`config.mk`:
```
export PLATFORM = sky130hd
export DESIGN_NAME = serial_add_ctrl
export DESIGN_NICKNAME = d
export VERILOG_FILES = /design/src/rtl/serial_add_ctrl.sv
export SDC_FILE = /design/constraint.sdc
export NUM_CORES = 1
export LEC_CHECK = 0
export CORE_MARGIN = 5
export CORE_UTILIZATION = 52
export DETAILED_ROUTE_END_ITERATION = 7
export GPL_TIMING_DRIVEN = 0
export PLACE_DENSITY = 0.82
export SETUP_SLACK_MARGIN = 0.15
export SLEW_MARGIN = 20
export SYNTH_ARGS = -nofsm -noshare
export SYNTH_HDL_FRONTEND = slang
export SYNTH_SLANG_ARGS = --single-unit
export TNS_END_PERCENT = 5
```
`constraint.sdc`:
```
create_clock -name clk -period 3.4 [get_ports clk]
set_clock_uncertainty 0.2 [all_clocks]
set_input_delay 0.51 -clock clk [delete_from_list [all_inputs] [get_ports clk]]
set_output_delay 0.51 -clock clk [all_outputs]
set_load 0.05 [all_outputs]
```
`src/rtl/serial_add_ctrl.sv`:
```
// Bit-serial adder/subtractor: one full adder reused for WIDTH cycles, LSB first,
// with valid/ready handshakes on operands and results.

module full_adder (
   input  logic a,
   input  logic b,
   input  logic cin,
   output logic s,
   output logic cout
);
   assign s    = a ^ b ^ cin;
   assign cout = (a & b) | (cin & (a ^ b));
endmodule

module serial_add_ctrl #(
   parameter int WIDTH = 8
) (
   input  logic             clk,
   input  logic             rst_n,
   input  logic             in_valid,
   output logic             in_ready,
   input  logic [WIDTH-1:0] op_a,
   input  logic [WIDTH-1:0] op_b,
   input  logic             sub,
   input  logic             abort,
   output logic             out_valid,
   input  logic             out_ready,
   output logic [WIDTH-1:0] sum,
   output logic             cout,
   output logic             ovf,
   output logic             busy
);
   localparam int CW = (WIDTH > 1) ? $clog2(WIDTH) : 1;

   typedef enum logic [1:0] {IDLE, RUN, DONE} state_t;

   state_t           state_reg, state_next;
   logic [WIDTH-1:0] a_sh_reg, b_sh_reg, sum_reg;
   logic             carry_reg, cout_reg, ovf_reg;
   logic [CW-1:0]    cnt_reg;
   logic             fa_s, fa_cout;
   logic             last_step, accept;

   full_adder u_fa (
      .a    (a_sh_reg[0]),
      .b    (b_sh_reg[0]),
      .cin  (carry_reg),
      .s    (fa_s),
      .cout (fa_cout)
   );

   assign last_step = (cnt_reg == CW'(WIDTH - 1));
   // abort outranks a same-cycle input handshake
   assign accept    = (state_reg == IDLE) && in_valid && !abort;

   always_ff @(posedge clk or negedge rst_n) begin
      if (!rst_n) state_reg <= IDLE;
      else        state_reg <= state_next;
   end

   always_comb begin
      state_next = state_reg;
      case (state_reg)
         IDLE: if (accept) state_next = RUN;
         RUN: begin
            if (abort)          state_next = IDLE;
            else if (last_step) state_next = DONE;
         end
         DONE: if (abort || out_ready) state_next = IDLE;
         default: state_next = IDLE;
      endcase
   end

   always_comb begin
      in_ready  = (state_reg == IDLE);
      out_valid = (state_reg == DONE);
      busy      = (state_reg != IDLE);
   end

   // Subtraction is A + ~B + 1: invert B at load and seed the carry with 1
   always_ff @(posedge clk or negedge rst_n) begin
      if (!rst_n) begin
         a_sh_reg  <= '0;
         b_sh_reg  <= '0;
         sum_reg   <= '0;
         carry_reg <= 1'b0;
         cout_reg  <= 1'b0;
         ovf_reg   <= 1'b0;
         cnt_reg   <= '0;
      end else if (accept) begin
         a_sh_reg  <= op_a;
         b_sh_reg  <= sub ? ~op_b : op_b;
         carry_reg <= sub;
         cnt_reg   <= '0;
      end else if (state_reg == RUN && !abort) begin
         a_sh_reg  <= a_sh_reg >> 1;
         b_sh_reg  <= b_sh_reg >> 1;
         sum_reg   <= {fa_s, sum_reg[WIDTH-1:1]};
         carry_reg <= fa_cout;
         if (last_step) begin
            cout_reg <= fa_cout;
            ovf_reg  <= carry_reg ^ fa_cout;
         end else begin
            cnt_reg  <= cnt_reg + 1'b1;
         end
      end
   end

   assign sum  = sum_reg;
   assign cout = cout_reg;
   assign ovf  = ovf_reg;

endmodule
```
; ---- After elaboration in Yosys (flattened, before gate mapping)
; Cells that the tools add are included.
[totals]
reg_bits = 32
word_cells = 51
out_inout_bits = 13
input_bits = 22
[classes]
n_bitwise = 8
muxes = 15
add_sub_neg = 1
reduce_logical = 12
eq_ne = 7
[op_table]
columns = cell, n
row1 = 8-bit two-way mux, 5
row2 = 3-bit two-way mux, 3
row3 = 2-bit two-way mux, 4
row4 = 8-bit inverter, 1
row5 = "2-bit by 1-bit inequality test with 1-bit output, second input constant", 3
row6 = 2-bit case mux with 3 select lines, 1
row7 = 3-bit AND reduction, 2
row8 = 2-bit AND reduction, 2
row9 = 2-bit nonzero test, 2
row10 = "3-bit by 1-bit adder with 3-bit output, second input constant", 1
row11 = "3-bit == test, second input constant", 1
row12 = 1-bit logical AND, 3
row13 = "3-bit inequality test, second input constant", 1
row14 = 1-bit bitwise XOR, 3
row15 = 1-bit AND, 2
row16 = "2-bit by 1-bit == test with 1-bit output, second input constant", 1
row17 = "2-bit == test, second input constant", 1
row18 = 2-bit logical NOT, 1
row19 = 1-bit two-way mux, 2
row20 = 1-bit logical NOT, 1
row21 = 1-bit logical OR, 1
row22 = 1-bit inverter, 1
row23 = 1-bit OR, 1

; ---- Depth between registers and ports, before layout
; Gate-level depths: netlist of run 1.
[depth]
ltp_word = 5
ltp_mapped = 5
depth_no_buf = 5

; ---- By module
; A second synthesis of run 1 with hierarchy kept.
[hier_totals]
hier_cells = 152
area_unflattened_um2 = 1564.0
[modules_own_cells]
columns = module, cells_each, area_per_inst_um2, instances, seq_area_each_um2
row1 = serial_add_ctrl, 151, 1544.0, 1, 800.8
row2 = full_adder, 1, 20.0, 1, 0.0

; ---- Least setup slack after synthesis of run 1
; Ideal clock, no wire load.
[synth_path]
path_type = register to output
from = register state_reg[0]
to = output in_ready
t_arrival_ns = 1.212
n_path_buf = 0
slack_ns = 1.478
path_stages_with_launch = 3
t_required_ns = 2.690
path_cell_list = dfrtp_1 > or2_2 > inv_1
[synth_via]
elab_chain_len = 1
[synth_lines]
columns = element, line_no
row1 = from (decl), 37  ; state_t state_reg, state_next;
row2 = from (signal assigned), 58  ; else state_reg <= state_next;
row3 = 2-bit logical NOT, 75  ; in_ready = (state_reg == IDLE);
row4 = to (decl), 21  ; output logic in_ready,
; Every way passes these cells.

; ---- Worst setup path in the final report of run 1
; Ends and elaborated chain as after synthesis.

==> impl_metrics.prom, run 1 <==
# TYPE chip_impl_metric gauge
chip_impl_info{name="outcome",value="complete, no violations"} 1
chip_impl_metric{name="clock_path_buffers",unit=""} 2
chip_impl_metric{name="die_w",unit="microns"} 63.4
chip_impl_metric{name="gr-total-overflow",unit=""} 0
chip_impl_metric{name="cp_arrival",unit="ns"} 2.01
chip_impl_metric{name="endpoints_failing_hold",unit=""} 0
chip_impl_metric{name="fin_setup_tns",unit="ns"} 0
chip_impl_metric{name="antenna_found_initial",unit=""} 0
chip_impl_metric{name="fp-row-count",unit=""} 19
chip_impl_metric{name="worst_ir_drop_on_vdd",unit="V"} 0.000566
chip_impl_metric{name="clkTransAtPathRegs",unit="ns"} 0.10
chip_impl_metric{name="firstDrtPassIters",unit=""} 4
chip_impl_metric{name="dpl.hpwl",unit="mm"} 2.27
chip_impl_metric{name="final.fill_count",unit=""} 228
chip_impl_metric{name="worst_path_largest_cell_delay",unit="ns"} 0.81
chip_impl_metric{name="post_synth_num_cell_types",unit=""} 30
chip_impl_metric{name="yosys_warnings",unit=""} 0
chip_impl_metric{name="drive_gt1_share",unit="%"} 12.4
chip_impl_metric{name="total_number_of_vias",unit=""} 1160
chip_impl_metric{name="synth_fp_nets",unit=""} 169
chip_impl_metric{name="synth-seq-area-share",unit="%"} 54.1
chip_impl_metric{name="postSynthCellCount",unit=""} 144
chip_impl_info{name="crit-reg2reg-launch",value="state_reg[0]"} 1
chip_impl_metric{name="setup-violations-final",unit=""} 0
chip_impl_info{name="unrepaired_setup_endpoints_after_global_routing",value="false"} 1
chip_impl_metric{name="detailedRoute.firstIterationViolations",unit=""} 70
chip_impl_info{name="critPathCaptureType",value="primary output"} 1
chip_impl_metric{name="static-leakage-power",unit="nW"} 0.905
chip_impl_metric{name="post_synth_instance_area",unit="sq um"} 1480
chip_impl_metric{name="crit_path_max_fanout",unit=""} 9
chip_impl_info{name="cts_tree",value="done"} 1
chip_impl_metric{name="maxSlewViolCount",unit=""} 0
chip_impl_metric{name="io_buffer_count",unit=""} 33
chip_impl_metric{name="fin_hold_ws",unit="ns"} 0.00500
chip_impl_metric{name="ff_latch_area",unit="sq um"} 801
chip_impl_metric{name="worstMarginPinSlew",unit="ns"} 0.692
chip_impl_metric{name="maxSlewHeadroom",unit="%"} 53.9
chip_impl_metric{name="num_io_pins",unit=""} 35
chip_impl_info{name="cp-startpoint",value="state_reg[0]"} 1
chip_impl_metric{name="first_global_vias",unit=""} 1160
chip_impl_info{name="timing.setup.critical_path_class",value="flop to primary output"} 1
chip_impl_metric{name="finalWeightedCongestion",unit=""} 0.759
chip_impl_metric{name="min_period_over_period",unit="%"} 79.9
chip_impl_metric{name="tritoncts_num_sinks",unit=""} 32
chip_impl_metric{name="drv_cap",unit=""} 0
chip_impl_metric{name="ctsHtreeMaxLevel",unit=""} 2
chip_impl_metric{name="cts-buffers-inserted",unit=""} 5
chip_impl_metric{name="layout-area-overhead-vs-synth",unit="%"} 28.7
chip_impl_metric{name="cts-resized-gates",unit=""} 0
chip_impl_metric{name="powerDensity",unit="nW/um^2"} 615
chip_impl_metric{name="required",unit="ns"} 2.69
chip_impl_metric{name="avgSynthCellArea",unit="sq um"} 10.3
chip_impl_metric{name="clock.fmax",unit="MHz"} 368
chip_impl_metric{name="route.detailed.vias_per_inst",unit=""} 5.37
chip_impl_metric{name="postCtsSetupRepairBufs",unit=""} 0
chip_impl_info{name="critical_path.slowest_cell",value="clkdlybuf4s50_1"} 1
chip_impl_metric{name="cts_hold_repair_buffers",unit=""} 0
chip_impl_metric{name="initial_core_util",unit="%"} 54.2
chip_impl_info{name="min-delay-path-class",value="input port to async pin"} 1
chip_impl_metric{name="timing.reg2reg.worst_path_depth",unit=""} 3
chip_impl_metric{name="timing.reg2reg.setup_slack",unit="ns"} 1.58
chip_impl_metric{name="routedWlPerCell",unit="microns"} 14.0
chip_impl_metric{name="pin_count_of_the_biggest_net_entering_global_routing",unit=""} 33
chip_impl_metric{name="antenna-diode-count",unit=""} 0
chip_impl_metric{name="final.min_clock_period",unit="ns"} 2.72
chip_impl_metric{name="ant_nets",unit=""} 0
chip_impl_metric{name="area_of_the_multi_input_gates",unit="sq um"} 629
chip_impl_metric{name="clkLatencyLatePin",unit="ns"} 0.34
chip_impl_metric{name="groute.usage.overall",unit="%"} 16.6
chip_impl_metric{name="synth.ff_latch_count",unit=""} 32
chip_impl_metric{name="dieHeight",unit="microns"} 63.4
chip_impl_metric{name="layout.nets",unit=""} 209
chip_impl_metric{name="detail_route.drc_violations",unit=""} 0
chip_impl_metric{name="global_route_wire_length_before_repair",unit="mm"} 5.24
chip_impl_info{name="cts_root_buf",value="clkbuf_4"} 1
chip_impl_metric{name="fp.coreArea",unit="sq um"} 2730
chip_impl_info{name="timing.critical_path.to",value="in_ready"} 1
chip_impl_info{name="critical_path.cell_chain",value="or2_2 -> inv_1 -> clkdlybuf4s50_1"} 1
chip_impl_info{name="cp-start-kind",value="flop"} 1
chip_impl_metric{name="route.final.wire_length",unit="mm"} 3.02
chip_impl_metric{name="die_area",unit="sq um"} 4020
chip_impl_info{name="rr_endpoint",value="b_sh_reg[6]"} 1
==> worst min-delay path by stage <==
stage	startpoint	endpoint	slack, ns	cells past startpoint
after global routing	rst_n	sum[5]	0.05	1
after detailed placement	sum[0]	sum[0]	0.27	2
final	rst_n	state_reg[0]	0.005	1
after global placement	sum[0]	sum[0]	0.26	2
after floorplan	rst_n	a_sh_reg[0]	0.01	0
after CTS	rst_n	sum[5]	0.02	1
==> per-stage QoR <==
step	area (sq um)	power, mW	instances	utilization (%)	worst slack, ns
floorplan	1480	0.805	144	-	1.48
global placement	1850	0.941	208	67.7	1.04
detailed placement	1850	0.958	208	67.5	1.03
CTS	1910	1.18	216	69.7	0.669
global route	1910	1.25	216	69.7	0.616
finish	1910	1.17	216	69.7	0.682
==> cell families after synthesis <==
logic type | count (synthesis) | share of synthesized area [%]
and+or+nand+nor | 59 | 18.4
DFF | 32 | 54.1
AOI/OAI and AO/OA | 28 | 13.4
buffers and inverters | 10 | 3.46
xor gates and xnor gates | 9 | 5.32
muxes | 3 | 2.28
adders and majority gates | 3 | 3.04
==> power by group <==
| group | total (mW) | switching [mW] | internal (mW) |
|---|---|---|---|
| clock | 0.227 | 0.128 | 0.0982 |
| combinational | 0.411 | 0.246 | 0.165 |
| sequential | 0.535 | 0.0633 | 0.472 |
==> worst max-delay path, delay by kind of cell, from the launching register on <==
kind	cells	cell delay, ns
AND/OR/NAND/NOR	1	0.33
buffers and inverters	2	0.88
flip-flops	1	0.46
==> metal layers <==
metal / GRT usage, % / wire length [microns]
met1: 21.0 / 1340
met2: 25.0 / 1490
met3: 6.57 / 137
met4: 7.01 / 52
met5: 0 / 0
==> final cells by class <==
type	instances	share of cell area, %
buffer	8	2.30
clock buffer	6	2.69
clock inverter	2	0.525
inverter	2	0.394
multi-input combinational	102	33.0
sequential	32	42.0
tap	31	2.03
timing repair buffer	33	17.1
==> cell usage in the layout (no fill, tap or decap), drive strengths merged, types with 2 or more instances in the layout <==
master	count
nand2	32
dfrtp	32
clkdlybuf4s50	32
nor2	16
a21oi	13
buf	8
xnor2	7
a221o	7
clkbuf	7
a22o	5
mux2	3
inv	2
nor2b	2
xor2	2
ha	2
clkinv	2
==> cell usage after synthesis <==
cell | instances | area [sq um]
nand3_1 | 1 | 5.00
nand2b_1 | 1 | 6.26
dfrtp_1 | 32 | 801
nor2_2 | 3 | 18.8
or2_2 | 1 | 6.26
nand3b_1 | 1 | 7.51
and2b_1 | 1 | 7.51
nor3b_2 | 1 | 12.5
buf_2 | 5 | 25.0
or4b_1 | 1 | 10.0
or3b_1 | 1 | 8.76
a21oi_1 | 13 | 65.1
a22oi_1 | 1 | 7.51
buf_1 | 1 | 3.75
xnor2_1 | 7 | 61.3
a22o_1 | 5 | 43.8
nand2_1 | 32 | 120
nor4b_1 | 1 | 8.76
nor2_1 | 13 | 48.8
fa_1 | 1 | 20.0
o21ai_0 | 1 | 5.00
nor2b_1 | 2 | 12.5
a21o_1 | 1 | 7.51
a221o_1 | 7 | 70.1
ha_1 | 2 | 25.0
xor2_1 | 2 | 17.5
buf_6 | 1 | 11.3
inv_1 | 2 | 7.51
mux2_2 | 3 | 33.8
clkbuf_1 | 1 | 3.75
No activity file was read; power rests on OpenSTA's default activity.
==> run 2: changes to the inputs <==
--- a/config.mk
+++ b/config.mk
@@ -6,10 +6,10 @@
 export NUM_CORES = 1
 export LEC_CHECK = 0
 export CORE_MARGIN = 5
-export CORE_UTILIZATION = 52
+export CORE_UTILIZATION = 49
 export DETAILED_ROUTE_END_ITERATION = 7
 export GPL_TIMING_DRIVEN = 0
-export PLACE_DENSITY = 0.82
+export PLACE_DENSITY = 0.78
 export SETUP_SLACK_MARGIN = 0.15
 export SLEW_MARGIN = 20
 export SYNTH_ARGS = -nofsm -noshare
==> constraint.sdc (replaced) <==
create_clock -name clk -period 2.79 [get_ports clk]
set_clock_uncertainty 0.2 [all_clocks]
set_input_delay 0.4185 -clock clk [delete_from_list [all_inputs] [get_ports clk]]
set_output_delay 0.4185 -clock clk [all_outputs]
set_load 0.05 [all_outputs]
==> run 2 against run 1 <==
  * Final area fell by 0.13%
  * Die area rose by 5.1%
  * Power up 19%
  * Worst setup slack got worse by 0.45 ns
  * Sequential cell count did not move
  * Critical path depth unchanged
==> impl_metrics.prom, run 2 (same netlist as run 1, synthesis figures left out) <==
# TYPE chip_impl_metric gauge
chip_impl_metric{name="route.detailed.vias_per_inst",unit=""} 5.31
chip_impl_info{name="outcome",value="complete, no violations"} 1
chip_impl_metric{name="cts-resized-gates",unit=""} 0
chip_impl_metric{name="powerDensity",unit="nW/um^2"} 730
chip_impl_metric{name="ctsHtreeMaxLevel",unit=""} 2
chip_impl_metric{name="min_delay_path_depth",unit=""} 2
chip_impl_metric{name="grtUsageMet3",unit="%"} 4.16
chip_impl_info{name="timing.setup.critical_path_class",value="flop to primary output"} 1
chip_impl_metric{name="pin_count_of_the_biggest_net_entering_global_routing",unit=""} 33
chip_impl_metric{name="final.min_clock_period",unit="ns"} 2.55
chip_impl_info{name="rr_endpoint",value="b_sh_reg[0]"} 1
chip_impl_info{name="min_to",value="sum[0]"} 1
chip_impl_metric{name="grt_util_met1",unit="%"} 18.9
chip_impl_metric{name="die_area",unit="sq um"} 4220
chip_impl_info{name="mostFrequentLayoutCells",value="nand2_1 (32), dfrtp_1 (32), clkdlybuf4s50_1 (32), nor2_1 (13), a21oi_1 (13)"} 1
chip_impl_metric{name="layout.nets",unit=""} 210
chip_impl_metric{name="clkLatencyLatePin",unit="ns"} 0.33
chip_impl_metric{name="total_number_of_vias",unit=""} 1158
chip_impl_metric{name="dieHeight",unit="microns"} 65.0
chip_impl_metric{name="ant_nets",unit=""} 0
chip_impl_metric{name="initial_core_util",unit="%"} 49.7
chip_impl_metric{name="groute.usage.overall",unit="%"} 15.8
chip_impl_metric{name="finalWeightedCongestion",unit=""} 0.778
chip_impl_metric{name="clock_path_buffers",unit=""} 2
chip_impl_metric{name="timing.reg2reg.setup_slack",unit="ns"} 0.95
chip_impl_info{name="critPathCaptureType",value="primary output"} 1
chip_impl_metric{name="dpl_cell_area",unit="sq um"} 1850
chip_impl_info{name="cts_root_buf",value="clkbuf_4"} 1
chip_impl_metric{name="layout-area-overhead-vs-synth",unit="%"} 28.5
chip_impl_metric{name="first_global_vias",unit=""} 1116
chip_impl_metric{name="tritoncts_num_sinks",unit=""} 32
chip_impl_info{name="cts_tree",value="done"} 1
chip_impl_metric{name="dpl.cell_count",unit=""} 210
chip_impl_metric{name="finish.instance_area",unit="sq um"} 1900
chip_impl_metric{name="worstMarginPinSlew",unit="ns"} 0.699
chip_impl_metric{name="required",unit="ns"} 2.17
chip_impl_info{name="unrepaired_setup_endpoints_after_global_routing",value="false"} 1
chip_impl_metric{name="detail_route.drc_violations",unit=""} 0
chip_impl_metric{name="clock.fmax",unit="MHz"} 392
chip_impl_metric{name="crit_path_max_fanout",unit=""} 9
chip_impl_metric{name="clkTransAtPathRegs",unit="ns"} 0.09
chip_impl_metric{name="cts_hold_repair_buffers",unit=""} 1
chip_impl_metric{name="num_io_pins",unit=""} 35
chip_impl_metric{name="timing.reg2reg.worst_path_depth",unit=""} 3
chip_impl_metric{name="fin_setup_tns",unit="ns"} 0
chip_impl_metric{name="endpoints_failing_hold",unit=""} 0
chip_impl_metric{name="route.final.wire_length",unit="mm"} 3.01
chip_impl_metric{name="drive_gt1_share",unit="%"} 11.4
chip_impl_metric{name="postCtsSetupRepairBufs",unit=""} 0
chip_impl_metric{name="worst_ir_drop_on_vdd",unit="V"} 0.000343
chip_impl_metric{name="antenna-diode-count",unit=""} 0
chip_impl_metric{name="worst_slack",unit="ns"} 0.237
chip_impl_metric{name="fp-row-count",unit=""} 20
chip_impl_info{name="grt_busiest_layer",value="met2"} 1
chip_impl_metric{name="fp.coreArea",unit="sq um"} 2980
chip_impl_metric{name="gr-total-overflow",unit=""} 0
chip_impl_metric{name="die_w",unit="microns"} 65.0
chip_impl_metric{name="placement.setup.worst_slack",unit="ns"} 0.466
chip_impl_metric{name="io_buffer_count",unit=""} 33
chip_impl_metric{name="cp_arrival",unit="ns"} 1.93
chip_impl_metric{name="detailedRoute.firstIterationViolations",unit=""} 72
chip_impl_info{name="cp-startpoint",value="state_reg[0]"} 1
chip_impl_metric{name="cts-buffers-inserted",unit=""} 5
chip_impl_metric{name="maxSlewViolCount",unit=""} 0
chip_impl_metric{name="firstDrtPassIters",unit=""} 4
chip_impl_metric{name="setup-violations-final",unit=""} 0
chip_impl_metric{name="static-leakage-power",unit="nW"} 0.899
chip_impl_metric{name="maxSlewHeadroom",unit="%"} 53.4
chip_impl_metric{name="final-instance-count-excl-fill",unit=""} 218
chip_impl_metric{name="antenna_found_initial",unit=""} 0
chip_impl_metric{name="global_route_wire_length_before_repair",unit="mm"} 5.01
chip_impl_info{name="min-delay-path-class",value="flop to flop"} 1
chip_impl_info{name="hold_path_startpoint",value="sum[0]"} 1
chip_impl_info{name="cp-start-kind",value="flop"} 1
chip_impl_metric{name="routedWlPerCell",unit="microns"} 13.8
chip_impl_metric{name="dpl.hpwl",unit="mm"} 2.31
chip_impl_metric{name="global_route.usage.met2",unit="%"} 26.2
chip_impl_metric{name="drv_cap",unit=""} 0
chip_impl_info{name="crit-reg2reg-launch",value="state_reg[1]"} 1
chip_impl_metric{name="min_period_over_period",unit="%"} 91.5
==> run 2: cell count changes in the layout (fill, tap and decap cells not counted), sizes merged <==
| cell | delta |
|---|---|
| clkinv | -1 |
| dlygate4sd3 | +1 |
==> run 2: layout make-up <==
type                       instances  area (sq um)
clock inverter                     1          5.00
buffer                             8          43.8
tap                               33          41.3
sequential                        32           801
timing repair buffer              34           335
clock buffer                       6          41.3
fill                             260          1070
multi-input combinational        102           629
inverter                           2          7.51
==> run 2: stage by stage <==
stage	total power, mW	hold WS [ns]	utilization (%)
3_5_place_dp	1.17	0.270	62.1
6_report	1.39	0.284	63.9
5_1_grt	1.47	0.318	63.9
2_1_floorplan	0.981	-0.0771	-
3_3_place_gp	1.15	0.261	62.2
4_1_cts	1.41	0.293	63.9
==> run 2: worst max-delay path by stage <==
stage	end	slack, ns	cells past startpoint
after floorplan	in_ready	0.96	2
after global placement	b_sh_reg[6]	0.50	4
after detailed placement	b_sh_reg[0]	0.47	4
after CTS	in_ready	0.22	3
after global routing	in_ready	0.17	3
final	in_ready	0.24	3
==> run 2: worst max-delay path: stages (launching register included) <==
cell and delay (ns):
dfrtp_1 0.45, or2_2 0.32, inv_1 0.05, clkdlybuf4s50_1 0.79
==> run 2: routing by layer <==
layer | up-vias | wire [microns]
met1 | 554 | 1300
met5 | - | 0
met3 | 7 | 128
li1 | 567 | -
met4 | 0 | 61
met2 | 30 | 1520
==> run 2: where the power goes <==
group	total, mW	switching [mW]	internal (mW)
logic	0.500	0.298	0.202
registers	0.652	0.0767	0.575
clock network	0.238	0.146	0.0926
==> edit 1, RTL diff (settings of run 2) <==
Re-encode `state_t` (3 states) as one-hot, 3 bits wide.
--- a/src/rtl/serial_add_ctrl.sv
+++ b/src/rtl/serial_add_ctrl.sv
@@ -32,7 +32,7 @@
 );
    localparam int CW = (WIDTH > 1) ? $clog2(WIDTH) : 1;
 
-   typedef enum logic [1:0] {IDLE, RUN, DONE} state_t;
+   typedef enum logic [2:0] {IDLE = 3'b001, RUN = 3'b010, DONE = 3'b100} state_t;
 
    state_t           state_reg, state_next;
    logic [WIDTH-1:0] a_sh_reg, b_sh_reg, sum_reg;
Behaviour: no difference found for any inputs over 10 cycles, from zero or initial values and one cycle with rst_n low; not proved beyond that.
==> edit 1 against run 2 <==
- hold slack improved by 0.020 ns
- final cell count increased by 5.5%
- critical path depth decreased by 1
- sequential share of layout area decreased by 0.79 points
- die area is 4.4% higher
- synthesized area grew 5.2%
- sequential cell count up 1
- final area increased by 5.3%
- core utilization grew 1.7 points
- first-iteration DRC count down 29%
- setup slack improved by 0.016 ns
- power is 18% lower
- wire length rose by 11%
- largest cell class unchanged
==> edit 1: results <==
{
  "wl_met2_um": 1650,
  "reg2reg_depth": 4,
  "grt_pass1_wl_um": 5770,
  "r2r_start": "state_reg[2]$_DFFE_PN0P_",
  "grt_util_all_layers": 0.175,
  "synth_xor_area_frac": 0.0506,
  "fin_hold_ws_ns": 0.304,
  "place_congestion": 0.824,
  "placed_cells": 221,
  "grt_max_degree": 34,
  "status": "complete, no violations",
  "timing.slew.headroom": 0.524,
  "fin_crit_sh": 0.909,
  "yosysSeqAreaShare": 0.530,
  "dp_hpwl_um": 2470,
  "peakVddDrop_uv": 378,
  "avgSynthCellArea_um2": 10.8,
  "synth_compound_gate_area_share": 0.142,
  "synthTopCellsByArea": "dfrtp_1 51%, a221o_1 9.6%, nand2_1 6.7%",
  "muxShareOfSynthArea": 0.0144,
  "grtUsageMet1": 0.198,
  "yosysUniqueCellTypes": 31,
  "p_leak_nw": 0.902,
  "wire_per_inst_um": 14.5,
  "fin_cells": 230,
  "grt_pass1_vias": 1294
}
==> edit 1: area by class of cell <==
type	count	area (µm²)
Timing Repair Buffer	34	335
Tap cell	44	55.1
Clock inverter	3	17.5
Buffer	9	43.8
Sequential cell	33	827
Multi-Input combinational cell	100	681
Fill cell	260	1050
Clock buffer	5	37.5
Inverter	2	7.51
==> edit 1: timing repair <==
| action | 4_1_cts | 5_1_grt |
|---|---|---|
| hold buffers | 1 | 0 |
| hold endpoints to repair | 32 | 0 |
| resized for setup | 0 | 0 |
==> edit 1: critical path: stages, from the launching register on <==
cell and delay, ns:
dfrtp_1 0.49, nor3b_1 0.26, clkdlybuf4s50_1 0.85
==> edit 1: report_power, final <==
part	internal [W]	total [W]	switching (W)
Combinational	0.000129	0.000269	0.000140
Clock	0.0000949	0.000261	0.000166
Sequential	0.000551	0.000603	0.0000519
Total	0.000775	0.00113	0.000358
==> edit 2, RTL diff (settings of run 2) <==
Made on the original files. The parameter `WIDTH` goes from 8 to 4.
--- a/src/rtl/serial_add_ctrl.sv
+++ b/src/rtl/serial_add_ctrl.sv
@@ -13,7 +13,7 @@
 endmodule
 
 module serial_add_ctrl #(
-   parameter int WIDTH = 8
+   parameter int WIDTH = 4
 ) (
    input  logic             clk,
    input  logic             rst_n,
Interface: changed (resized op_a, op_b and sum); port bits go from 35 to 23. No check against the original RTL was run, so the function may have changed too.
==> edit 2 against run 2 <==
- wire length is 39% lower
- maximum frequency is 3.4% higher
- final cell count is 37% lower
- final area is 36% lower
- sequential cell count is 13 lower
- power is 24% lower
- hold slack better by 0.011 ns
- synthesized area is 36% lower
- setup slack better by 0.083 ns
- critical path type unchanged
- critical endpoint is now out_valid
==> edit 2: results <==
{
  "cp.arrival_ns": 1.85,
  "buf_share": 0.203,
  "crit_type": "reg2out",
  "n_all_buffers": 25,
  "antenna_cells": 0,
  "grt_pass1_wl_um": 3020,
  "dp_hpwl_um": 1400,
  "fin_cells": 137,
  "nMultiInputCombCells": 63,
  "clkSlewWorstSetupHoldPaths_ns": 0.11,
  "synthTopCellsByArea": "dfrtp_1 51%, nand2_1 7.6%, a21oi_1 4.3%",
  "syn2layout_area_growth_pct": 28.9,
  "synth.ff_latch_count": 19,
  "grt_util_all_layers": 0.145,
  "drt_pass1_iterations": 4,
  "place_congestion": 0.753,
  "endpoint": "out_valid",
  "seq_area_frac": 0.392,
  "worst_pin_slew_ns": 0.819,
  "hold-path-cell-count": 2,
  "placed_cells": 133,
  "cts_made_buffers": 3,
  "pwr-share-comb": 0.445,
  "clkCellAreaFrac": 0.0227,
  "hold_start": "sum[0]$_DFFE_PN0P_",
  "ys_top_cells_by_count": "19 x dfrtp_1, 19 x nand2_1, 8 x a21oi_1",
  "port_buffers": 21,
  "grt_max_degree": 20,
  "drive_above_1_share": 0.134,
  "status": "complete, no violations",
  "critPathMaxFanout": 8,
  "yosysSeqAreaShare": 0.505,
  "r2r_end": "b_sh_reg[2]$_DFFE_PN0P_",
  "num_vias": 717,
  "placed_area_um2": 1180,
  "peakVddDrop_uv": 537,
  "synth_cells": 87,
  "hold_end": "sum[0]$_DFFE_PN0P_",
  "clock_latency_ns": 0.29,
  "htreeDepth": 1,
  "grt_pass1_vias": 682,
  "wire_per_inst_um": 13.4,
  "pg_seq_w": 0.000443,
  "syn_nets": 103,
  "fill_cells": 145,
  "worstHoldPathType": "reg2reg",
  "synth.cell_area_um2": 941,
  "drtIter0Drc": 10,
  "fin_hold_ws_ns": 0.295,
  "p_sw_w": 0.000435,
  "async_reset_ff_frac": 1.00,
  "r2r_slack_ns": 1.09,
  "root_buffer": "clkbuf_4",
  "p_leak_nw": 0.554,
  "reg2reg_depth": 3,
  "inv_count": 1,
  "antenna_found_initial": 0,
  "crit_family": "buffers and inverters",
  "cts_setup_buffers": 0,
  "multi_input_area_share": 0.353
}
-- edit 2: per-layer routing --
layer,routed length [µm],part of all wire,vias up,global-route usage
li1,-,-,350,-
met1,844,0.46,348,0.183
met2,914,0.50,19,0.248
met3,82,0.045,0,0.0332
met4,0,0,0,0.0383
met5,0,0,-,0
-- edit 2: kinds of logic after synthesis --
kind of cell | after synthesis | synth area share
flip-flops | 19 | 0.505
adder cells (fa/ha/maj) | 2 | 0.0346
XOR/XNOR | 6 | 0.0559
AND/OR/NAND/NOR | 35 | 0.214
buffers and inverters | 5 | 0.0399
AO/OA/AOI/OAI | 18 | 0.126
multiplexers | 2 | 0.0239
-- edit 2: metrics by stage --
| step | utilization | total power [W] | worst slack, ns |
|---|---|---|---|
| final | 0.680 | 0.00105 | 0.320 |
| after global routing | 0.680 | 0.00112 | 0.250 |
| after CTS | 0.679 | 0.00106 | 0.182 |
| after detailed placement | 0.663 | 0.000919 | 0.518 |
| after global placement | 0.663 | 0.000904 | 0.538 |
| after floorplan | - | 0.000764 | 0.914 |
